==> src/rtl/tuner_controller_if.sv <==
// Command channel of the tuner controller: valid/ready handshake plus opcode and SET target.
interface tuner_controller_if;
   logic       cmd_valid;
   logic       cmd_ready;
   logic [1:0] cmd_op;
   logic [7:0] cmd_ch;

   // Issues commands and observes ready.
   modport master (
      output cmd_valid,
      output cmd_op,
      output cmd_ch,
      input  cmd_ready
   );

   // Accepts commands and drives ready.
   modport slave (
      input  cmd_valid,
      input  cmd_op,
      input  cmd_ch,
      output cmd_ready
   );
endinterface

==> src/rtl/tuner_controller.sv <==
// Tuner controller: converts channel commands into the DDS phase constant K, mutes audio while the
// receive chain settles, then averages a signal-level metric to decide lock. SEEK keeps stepping
// upward until the averaged level reaches the threshold or every channel has been tried once.
module tuner_controller #(
   parameter int unsigned             width_dds = 32,
   parameter int unsigned             channels  = 205,
   parameter logic [width_dds-1:0]    K_min     = width_dds'(375809638),
   parameter logic [width_dds-1:0]    K_step    = width_dds'(429497),
   parameter int unsigned             settle    = 4096,
   parameter int unsigned             meas_log2 = 8
) (
   input  logic                 i_clk,
   input  logic                 i_reset,
   tuner_controller_if.slave    cmd_bus,
   input  logic [15:0]          i_level,
   input  logic [15:0]          i_level_threshold,
   output logic [width_dds-1:0] o_k,
   output logic [7:0]           o_channel,
   output logic                 o_mute,
   output logic                 o_busy,
   output logic                 o_locked
);

   localparam int unsigned SumW     = 16 + meas_log2;
   localparam int unsigned SettleW  = $clog2(settle + 1);
   localparam int unsigned StepsW   = $clog2(channels + 1);
   localparam int unsigned MeasCntW = meas_log2 + 1;

   localparam logic [7:0] ChLast = 8'(channels - 1);
   // K of the top channel, used when DOWN wraps from channel 0.
   localparam logic [width_dds-1:0] KTop = K_min + K_step * width_dds'(channels - 1);

   localparam logic [1:0] OpSet  = 2'b00;
   localparam logic [1:0] OpUp   = 2'b01;
   localparam logic [1:0] OpDown = 2'b10;
   localparam logic [1:0] OpSeek = 2'b11;

   typedef enum logic [2:0] {
      StIdle,
      StCalc,
      StStep,
      StSettle,
      StMeasure
   } state_t;

   // Registered state.
   state_t                 r_state;
   logic [width_dds-1:0]   r_k;
   logic [7:0]             r_channel;
   logic                   r_locked;
   logic [1:0]             r_op;
   logic [7:0]             r_target;
   logic [width_dds-1:0]   r_acc;
   logic [7:0]             r_calc_cnt;
   logic [SettleW-1:0]     r_settle_cnt;
   logic [MeasCntW-1:0]    r_meas_cnt;
   logic [SumW-1:0]        r_sum;
   logic [StepsW-1:0]      r_steps;

   // Next-state values.
   state_t                 w_state;
   logic [width_dds-1:0]   w_k;
   logic [7:0]             w_channel;
   logic                   w_locked;
   logic [1:0]             w_op;
   logic [7:0]             w_target;
   logic [width_dds-1:0]   w_acc;
   logic [7:0]             w_calc_cnt;
   logic [SettleW-1:0]     w_settle_cnt;
   logic [MeasCntW-1:0]    w_meas_cnt;
   logic [SumW-1:0]        w_sum;
   logic [StepsW-1:0]      w_steps;

   logic [15:0]            w_avg;
   logic                   w_hit;

   // Truncating average over the 2**meas_log2 window; sum is wide enough that it cannot overflow.
   assign w_avg = r_sum[SumW-1:meas_log2];
   assign w_hit = (w_avg >= i_level_threshold);

   // Next-state and datapath update for the sequencing FSM.
   always_comb begin
      w_state      = r_state;
      w_k          = r_k;
      w_channel    = r_channel;
      w_locked     = r_locked;
      w_op         = r_op;
      w_target     = r_target;
      w_acc        = r_acc;
      w_calc_cnt   = r_calc_cnt;
      w_settle_cnt = r_settle_cnt;
      w_meas_cnt   = r_meas_cnt;
      w_sum        = r_sum;
      w_steps      = r_steps;

      unique case (r_state)
         StIdle: begin
            if (cmd_bus.cmd_valid) begin
               w_locked = 1'b0;
               w_op     = cmd_bus.cmd_op;
               w_steps  = '0;
               if (cmd_bus.cmd_op == OpSet) begin
                  w_target   = (cmd_bus.cmd_ch > ChLast) ? ChLast : cmd_bus.cmd_ch;
                  w_acc      = K_min;
                  w_calc_cnt = 8'd0;
                  w_state    = StCalc;
               end else begin
                  w_state = StStep;
               end
            end
         end

         // Serial multiply: one K_step addition per cycle until the target is reached.
         StCalc: begin
            if (r_calc_cnt == r_target) begin
               w_k          = r_acc;
               w_channel    = r_target;
               w_settle_cnt = '0;
               w_state      = StSettle;
            end else begin
               w_acc      = r_acc + K_step;
               w_calc_cnt = r_calc_cnt + 8'd1;
            end
         end

         // SEEK always steps upward; only an explicit DOWN goes the other way.
         StStep: begin
            if (r_op == OpDown) begin
               if (r_channel == 8'd0) begin
                  w_channel = ChLast;
                  w_k       = KTop;
               end else begin
                  w_channel = r_channel - 8'd1;
                  w_k       = r_k - K_step;
               end
            end else begin
               if (r_channel == ChLast) begin
                  w_channel = 8'd0;
                  w_k       = K_min;
               end else begin
                  w_channel = r_channel + 8'd1;
                  w_k       = r_k + K_step;
               end
            end
            w_settle_cnt = '0;
            w_state      = StSettle;
         end

         StSettle: begin
            if (r_settle_cnt == SettleW'(settle - 1)) begin
               w_sum      = '0;
               w_meas_cnt = '0;
               w_state    = StMeasure;
            end else begin
               w_settle_cnt = r_settle_cnt + SettleW'(1);
            end
         end

         // Accumulate while the counter MSB is clear, then spend one cycle on the decision so the
         // compare sees the registered sum including the final sample.
         StMeasure: begin
            if (!r_meas_cnt[meas_log2]) begin
               w_sum      = r_sum + SumW'(i_level);
               w_meas_cnt = r_meas_cnt + MeasCntW'(1);
            end else if (r_op == OpSeek) begin
               if (w_hit) begin
                  w_locked = 1'b1;
                  w_state  = StIdle;
               end else begin
                  w_steps = r_steps + StepsW'(1);
                  // A full wrap lands back on the starting channel.
                  if (w_steps == StepsW'(channels)) begin
                     w_locked = 1'b0;
                     w_state  = StIdle;
                  end else begin
                     w_state = StStep;
                  end
               end
            end else begin
               w_locked = w_hit;
               w_state  = StIdle;
            end
         end

         default: begin
            w_state = StIdle;
         end
      endcase
   end

   // State register with synchronous reset.
   always_ff @(posedge i_clk) begin
      if (i_reset) begin
         r_state      <= StIdle;
         r_k          <= K_min;
         r_channel    <= 8'd0;
         r_locked     <= 1'b0;
         r_op         <= OpSet;
         r_target     <= 8'd0;
         r_acc        <= K_min;
         r_calc_cnt   <= 8'd0;
         r_settle_cnt <= '0;
         r_meas_cnt   <= '0;
         r_sum        <= '0;
         r_steps      <= '0;
      end else begin
         r_state      <= w_state;
         r_k          <= w_k;
         r_channel    <= w_channel;
         r_locked     <= w_locked;
         r_op         <= w_op;
         r_target     <= w_target;
         r_acc        <= w_acc;
         r_calc_cnt   <= w_calc_cnt;
         r_settle_cnt <= w_settle_cnt;
         r_meas_cnt   <= w_meas_cnt;
         r_sum        <= w_sum;
         r_steps      <= w_steps;
      end
   end

   // Outputs decode directly from registered state; mute lifts only in IDLE after a lock.
   assign cmd_bus.cmd_ready = (r_state == StIdle);
   assign o_busy            = (r_state != StIdle);
   assign o_mute            = (r_state != StIdle) | ~r_locked;
   assign o_locked          = r_locked;
   assign o_k               = r_k;
   assign o_channel         = r_channel;

endmodule
==> src/flat_wrapper.sv <==
// flat-port wrapper written by rule: the top's interface ports become plain ports
module tuner_controller_flat 
#(
   parameter int unsigned             width_dds = 32,
   parameter int unsigned             channels  = 205,
   parameter logic [width_dds-1:0]    K_min     = width_dds'(375809638),
   parameter logic [width_dds-1:0]    K_step    = width_dds'(429497),
   parameter int unsigned             settle    = 4096,
   parameter int unsigned             meas_log2 = 8
)
  (i_clk, i_reset, i_level, i_level_threshold, o_k, o_channel, o_mute, o_busy, o_locked, cmd_bus_cmd_valid, cmd_bus_cmd_op, cmd_bus_cmd_ch, cmd_bus_cmd_ready);
  tuner_controller_if cmd_bus_i ();
  input  logic i_clk;
  input  logic i_reset;
  input  logic [15:0] i_level;
  input  logic [15:0] i_level_threshold;
  output logic [width_dds-1:0] o_k;
  output logic [7:0] o_channel;
  output logic o_mute;
  output logic o_busy;
  output logic o_locked;
  input wire logic [$bits(cmd_bus_i.cmd_valid)-1:0] cmd_bus_cmd_valid;
  input wire logic [$bits(cmd_bus_i.cmd_op)-1:0] cmd_bus_cmd_op;
  input wire logic [$bits(cmd_bus_i.cmd_ch)-1:0] cmd_bus_cmd_ch;
  output wire logic [$bits(cmd_bus_i.cmd_ready)-1:0] cmd_bus_cmd_ready;
  assign cmd_bus_i.cmd_valid = cmd_bus_cmd_valid;
  assign cmd_bus_i.cmd_op = cmd_bus_cmd_op;
  assign cmd_bus_i.cmd_ch = cmd_bus_cmd_ch;
  assign cmd_bus_cmd_ready = cmd_bus_i.cmd_ready;
  tuner_controller #(.width_dds(width_dds), .channels(channels), .K_min(K_min), .K_step(K_step), .settle(settle), .meas_log2(meas_log2)) u_core (.i_clk(i_clk), .i_reset(i_reset), .cmd_bus(cmd_bus_i), .i_level(i_level), .i_level_threshold(i_level_threshold), .o_k(o_k), .o_channel(o_channel), .o_mute(o_mute), .o_busy(o_busy), .o_locked(o_locked));
endmodule
==> config.mk <==
export PLATFORM = sky130hd
export DESIGN_NAME = tuner_controller_flat
export DESIGN_NICKNAME = d
export VERILOG_FILES = /design/src/rtl/tuner_controller_if.sv /design/src/rtl/tuner_controller.sv /design/src/flat_wrapper.sv
export SDC_FILE = /design/constraint.sdc
export NUM_CORES = 1
export LEC_CHECK = 0
export CORE_MARGIN = 1
export CORE_UTILIZATION = 59
export DETAILED_ROUTE_END_ITERATION = 12
export GPL_ROUTABILITY_DRIVEN = 0
export GPL_TIMING_DRIVEN = 0
export PLACE_DENSITY = 0.81
export REMOVE_ABC_BUFFERS = 1
export SETUP_SLACK_MARGIN = 0.5
export SYNTH_ARGS = -nofsm -noshare
export SYNTH_HDL_FRONTEND = slang
export SYNTH_SLANG_ARGS = --single-unit
==> constraint.sdc <==
create_clock -name i_clk -period 4.13 [get_ports i_clk]
set_clock_uncertainty 0.2 [all_clocks]
set_input_delay 0.826 -clock i_clk [delete_from_list [all_inputs] [get_ports i_clk]]
set_output_delay 0.826 -clock i_clk [all_outputs]
set_load 0.01 [all_outputs]
# After elaboration in Yosys (flattened, before gate mapping)
# Cells that the tools add are included.
# word_totals
input_bits,45
reg_bits,148
output_inout_bits,44
elab_cells,115
# classes
n_mux,48
reduce_logical,19
order_cmp,2
addsub,10
n_eq_ne,21
n_bitwise,2
# ops
operator,n
$mux W32,7
$pmux W32 S2,2
$mux W8,12
$add A32 B19 Y32 const B,2
$mux W24,2
$pmux W24 S2,1
$pmux W8 S2,3
$pmux W13 S3,1
$sub A32 B19 Y32 const B,1
$mux W13,2
$add A24 B16 Y24,1
$add A8 B1 Y8 const B,3
$mux W3,6
$mux W9,2
$pmux W9 S2,1
$eq A8 B8 Y1 const B,2
$ge A16 B16 Y1,1
$pmux W3 S5,1
$add A13 B1 Y13 const B,1
$eq A13 B12 Y1 const B,1
$reduce_and A4 Y1,3
$ne A2 B1 Y1 const B,5
$ne A2 B2 Y1 const B,5
$add A9 B1 Y9 const B,1
other kinds (21),36

# Longest topological paths before layout
# depth
word_depth,7
depth_mapped,12
mapped_depth_nobuf,10

# Worst setup path after synthesis
# No wires, ideal clock.
# synth_path
kind,input port to flip-flop
startpoint,in i_level[0]
endpoint,reg u_core.r_sum[22]
path_buffers,0
required_ns,3.859
setup_time_ns,0.071
path_slack_ns,0.980
cell_stages,10
t_arrival_ns,2.880
path_cell_list,ha_1 -> inv_1 -> fa_1 -> nor2b_1 -> o21a_1 -> o21ai_1 -> a211o_1 -> o211a_1 -> or4_1 -> a21oi_1
# synth_via
elab_chain_len,3
# synth_rtl
element,line,text
start: declaration,flat_wrapper.sv:15,input logic [15:0] i_level;
$add A24 B16 Y24,tuner_controller.sv:163,w_sum = r_sum + SumW'(i_level);
$mux W24,tuner_controller.sv:162,if (!r_meas_cnt[meas_log2]) begin
$pmux W24 S2,tuner_controller.sv:96,unique case (r_state)
end signal: assignment,tuner_controller.sv:217,r_sum <= w_sum;
end: declaration,tuner_controller.sv:57,logic [SumW-1:0] r_sum;
# Every way passes these cells. The select of a mux whose other input is x is not followed.
# A chain may end at the register's enable or synchronous reset.

# Final worst setup path
# Same ends and word-level chain as after synthesis.

==> flow_summary_export.csv <==
group,metric,value,unit
floorplanning,coreArea,16640,um^2
clocking,root_buffer,"clkbuf_16",
hold_path,hp-class,"register to register",
setup_path,endpoint,"u_core.r_sum[22]$_SDFFE_PP0P_",
synthesis,ys.flop_type,"dfxtp_1",
sta,whs,270.6,ps
drt,drc,0,
final_layout,syn_to_final_growth,16.29,%
placed_design,post_dp_cell_area,11100,um^2
status,status,"complete, no violations",
drt,routed_wirelength,29.29,mm
synthesis,syn_area,10090,um^2
drt,ant_nets,0,
power,pwr-share-clk,34.2,%
sta,min_period,3460,ps
drt,viasPerCell,6.625,
sta,setup_tns,0,ps
flow_run,maxCapViolCount,0,
grt,grt_pass1_wl,48.14,mm
clocking,clock_latency,430,ps
setup_path,r2r_slack,800,ps
clocking,path_clk_slew,60,ps
synthesis,synth_cell_types,85,
setup_path,crit_type,"primary input to register",
sta,maxSlewViolCount,0,
clocking,cts_tree,"built",
sta,rsz0062_at_grt,"no",
power,p_leak,4.310,nW
grt,overflow,0,
synthesis,yosysTopAreaCellShare,29.36,%
power,max-vdd-ir-drop,368.4,uV
final_layout,layout.nets,1443,
synthesis,ys_ff_latch,148,
sta,max_freq,289.0,MHz
grt,track_usage,33.49,%
floorplanning,chipWidth,132.8,um
placed_design,dpl.hpwl,20.09,mm
sta,tightest_slew,1187,ps
placed_design,port_buffers,88,
drt,dr.pass1.iters,5,
placed_design,dpl_worst_slack,215.9,ps
setup_path,setup.worst_path.end_class,"register",
final_layout,drive_gt1_share,6.652,%
setup_path,critPathRequiredTime,4280,ps
synthesis,synth_largest_area_cell,"dfxtp_1",
setup_path,cp_max_fo,5,
sta,setup_violations,0,
clocking,cts_max_level,4,
sta,period_share,83.78,%
grt,grt_max_degree,78,
clocking,cts_buffers,17,
synthesis,syn_inst,1323,
setup_path,crit_path_start_kind,"primary input",
power,seqPwrFrac,37.2,%
grt,antenna_found_initial,0,
floorplanning,dieArea,17630,um^2
clocking,postCtsSetupRepairBufs,0,
floorplanning,start_util,60.63,%
synthesis,yosys_warnings,0,
clocking,cts_hold_buf,0,
setup_path,regToRegStartpoint,"u_core.o_channel[1]$_SDFFE_PP0P_",
power,power.internal,3.093,mW
final_layout,fin_area,11740,um^2
clocking,clkSinkCount,148,
power,netSwitchingFraction,34.73,%
clocking,cts_max_path_buffers,2,
sta,maxSlewHeadroom,20.61,%
synthesis,syn_area_per_cell,7.627,um^2
power,power_density,403.8,nW/um^2
setup_path,worstPathArrival,3610,ps
power,p_switching,1.646,mW
synthesis,synth.top_cells.by_count,"dfxtp_1, nor2_1, nand2_1",
synthesis,ys_seq_area_share,29.36,%
drt,wl_per_cell,18.45,um
final_layout,n_antenna_cell,0,
floorplanning,num_io_pins,89,
drt,drt_iter0_drc,1030,
floorplanning,fp.dieH,132.8,um
synthesis,synth_edf_count,0,
setup_path,rr_worst_depth,9,
sta,hold_viol,0,
setup_path,worst_r2r_endpoint,"u_core.o_k[3]$_SDFFE_PP0P_",
synthesis,async_flop_share,0,%
power,power,4.738,mW
grt,grt_pass1_vias,9781,
setup_path,cp-startpoint,"i_level[0]",
power,comb_power_share,28.6,%
sta,fin_ws,669.9,ps
drt,vias,10520,
synthesis,ys_top_cells_by_area,"dfxtp_1, nor2_1, ha_1",
floorplanning,fp-row-count,47,
[metal layers]
metal / vias up / global-route usage (%) / routed length [um]
met5: - / 0 / 0
li1: 4925 / - / -
met4: 0 / 17.94 / 1309
met2: 590 / 54.57 / 13420
met3: 140 / 6.245 / 2664
met1: 4866 / 41.86 / 11900
[registers in the layout, indices dropped and copies added (netlist names)]
register,flops
u_core.r_state,3
u_core.r_settle_cnt,13
u_core.o_locked,1
u_core.r_meas_cnt,9
u_core.r_target,8
u_core.r_sum,24
u_core.r_acc,32
u_core.o_k,32
u_core.r_op,2
u_core.o_channel,8
u_core.r_calc_cnt,8
u_core.r_steps,8
[worst max-delay path, stage by stage]
cell and delay [ps]:
clkdlybuf4s50_1 460, ha_1 160, inv_1 50, fa_1 390
nor2b_1 170, o21a_1 150, o21ai_1 110, a211o_1 340
o211a_1 300, or4_1 490, a21oi_1 160
[cell usage in the layout, fill, tap and decap left out, types with 7 or more instances in the layout]
cell type / n
inv_1: 44
a22oi_1: 11
mux2i_1: 8
xor2_1: 44
or2_2: 7
nor2b_1: 8
o22ai_1: 11
or4_1: 7
ha_1: 42
clkdlybuf4s50_1: 87
o211ai_1: 21
xnor2_1: 44
nor4_1: 12
a31oi_1: 19
a221oi_1: 10
nor3_1: 31
or3_1: 28
a211oi_1: 15
a311oi_1: 9
nand4_1: 29
o21a_1: 9
o21ai_0: 46
clkbuf_16: 17
nand3_1: 44
a21oi_1: 96
o221ai_1: 9
and3_1: 17
nand2b_1: 17
nor2_1: 146
nand2_1: 131
dfxtp_1: 148
a21o_1: 18
[power by group through the flow]
stage | clock [mW] | combinational (mW) | sequential (mW)
6_report | 1.62 | 1.35 | 1.76
5_1_grt | 1.69 | 1.46 | 1.78
4_1_cts | 1.63 | 1.32 | 1.75
3_5_place_dp | 0 | 1.30 | 1.78
3_3_place_gp | 0 | 1.24 | 1.78
2_1_floorplan | 0 | 0.798 | 1.74
[worst min path at each step]
stage               cells past startpoint  slack [ps]                            startpoint                              endpoint
finish                                  2         270          u_core.r_sum[3]$_SDFFE_PP0P_          u_core.r_sum[3]$_SDFFE_PP0P_
global route                            1         290  u_core.r_settle_cnt[12]$_SDFFE_PP0P_  u_core.r_settle_cnt[12]$_SDFFE_PP0P_
CTS                                     2         270          u_core.r_sum[3]$_SDFFE_PP0P_          u_core.r_sum[3]$_SDFFE_PP0P_
global placement                        2         260          u_core.r_sum[0]$_SDFFE_PP0P_          u_core.r_sum[0]$_SDFFE_PP0P_
detailed placement                      2         260          u_core.r_sum[3]$_SDFFE_PP0P_          u_core.r_sum[3]$_SDFFE_PP0P_
floorplan                               2         230          u_core.r_sum[7]$_SDFFE_PP0P_          u_core.r_sum[7]$_SDFFE_PP0P_
[layout make-up]
class | instances | area (um^2)
repair buffers | 100 | 1033
fillers | 1372 | 4907
clock inverters | 12 | 153.9
flip-flops and latches | 148 | 2963
clock buffers | 20 | 456.7
well taps | 220 | 275.3
inverters | 44 | 165.2
multi-input cells | 1044 | 6688
[stage by stage]
step,std cells,util (%)
4_1_cts,1588,70.40
3_3_place_gp,1544,65.57
2_1_floorplan,1236,-
5_1_grt,1588,70.51
3_5_place_dp,1556,66.68
6_report,1588,70.51
[repair_timing]
| item | in CTS | in global routing |
|---|---|---|
| gates cloned | 0 | 0 |
| pin swaps | 0 | 0 |
| setup endpoints to repair | 12 | 5 |
| gates resized for setup | 2 | 4 |
[cell families (layout without fill, tap and decap cells)]
group | Yosys count | after routing | share of synthesized area, %
and+or+nand+nor | 529 | 529 | 25.94
AOI/OAI and AO/OA | 372 | 372 | 25.47
DFF | 148 | 148 | 29.36
buffers and inverters | 131 | 176 | 4.947
xor gates and xnor gates | 88 | 88 | 7.638
adders and majority gates | 43 | 43 | 5.406
muxes | 12 | 12 | 1.240
Note: power is estimated with default switching activity, not from simulation.
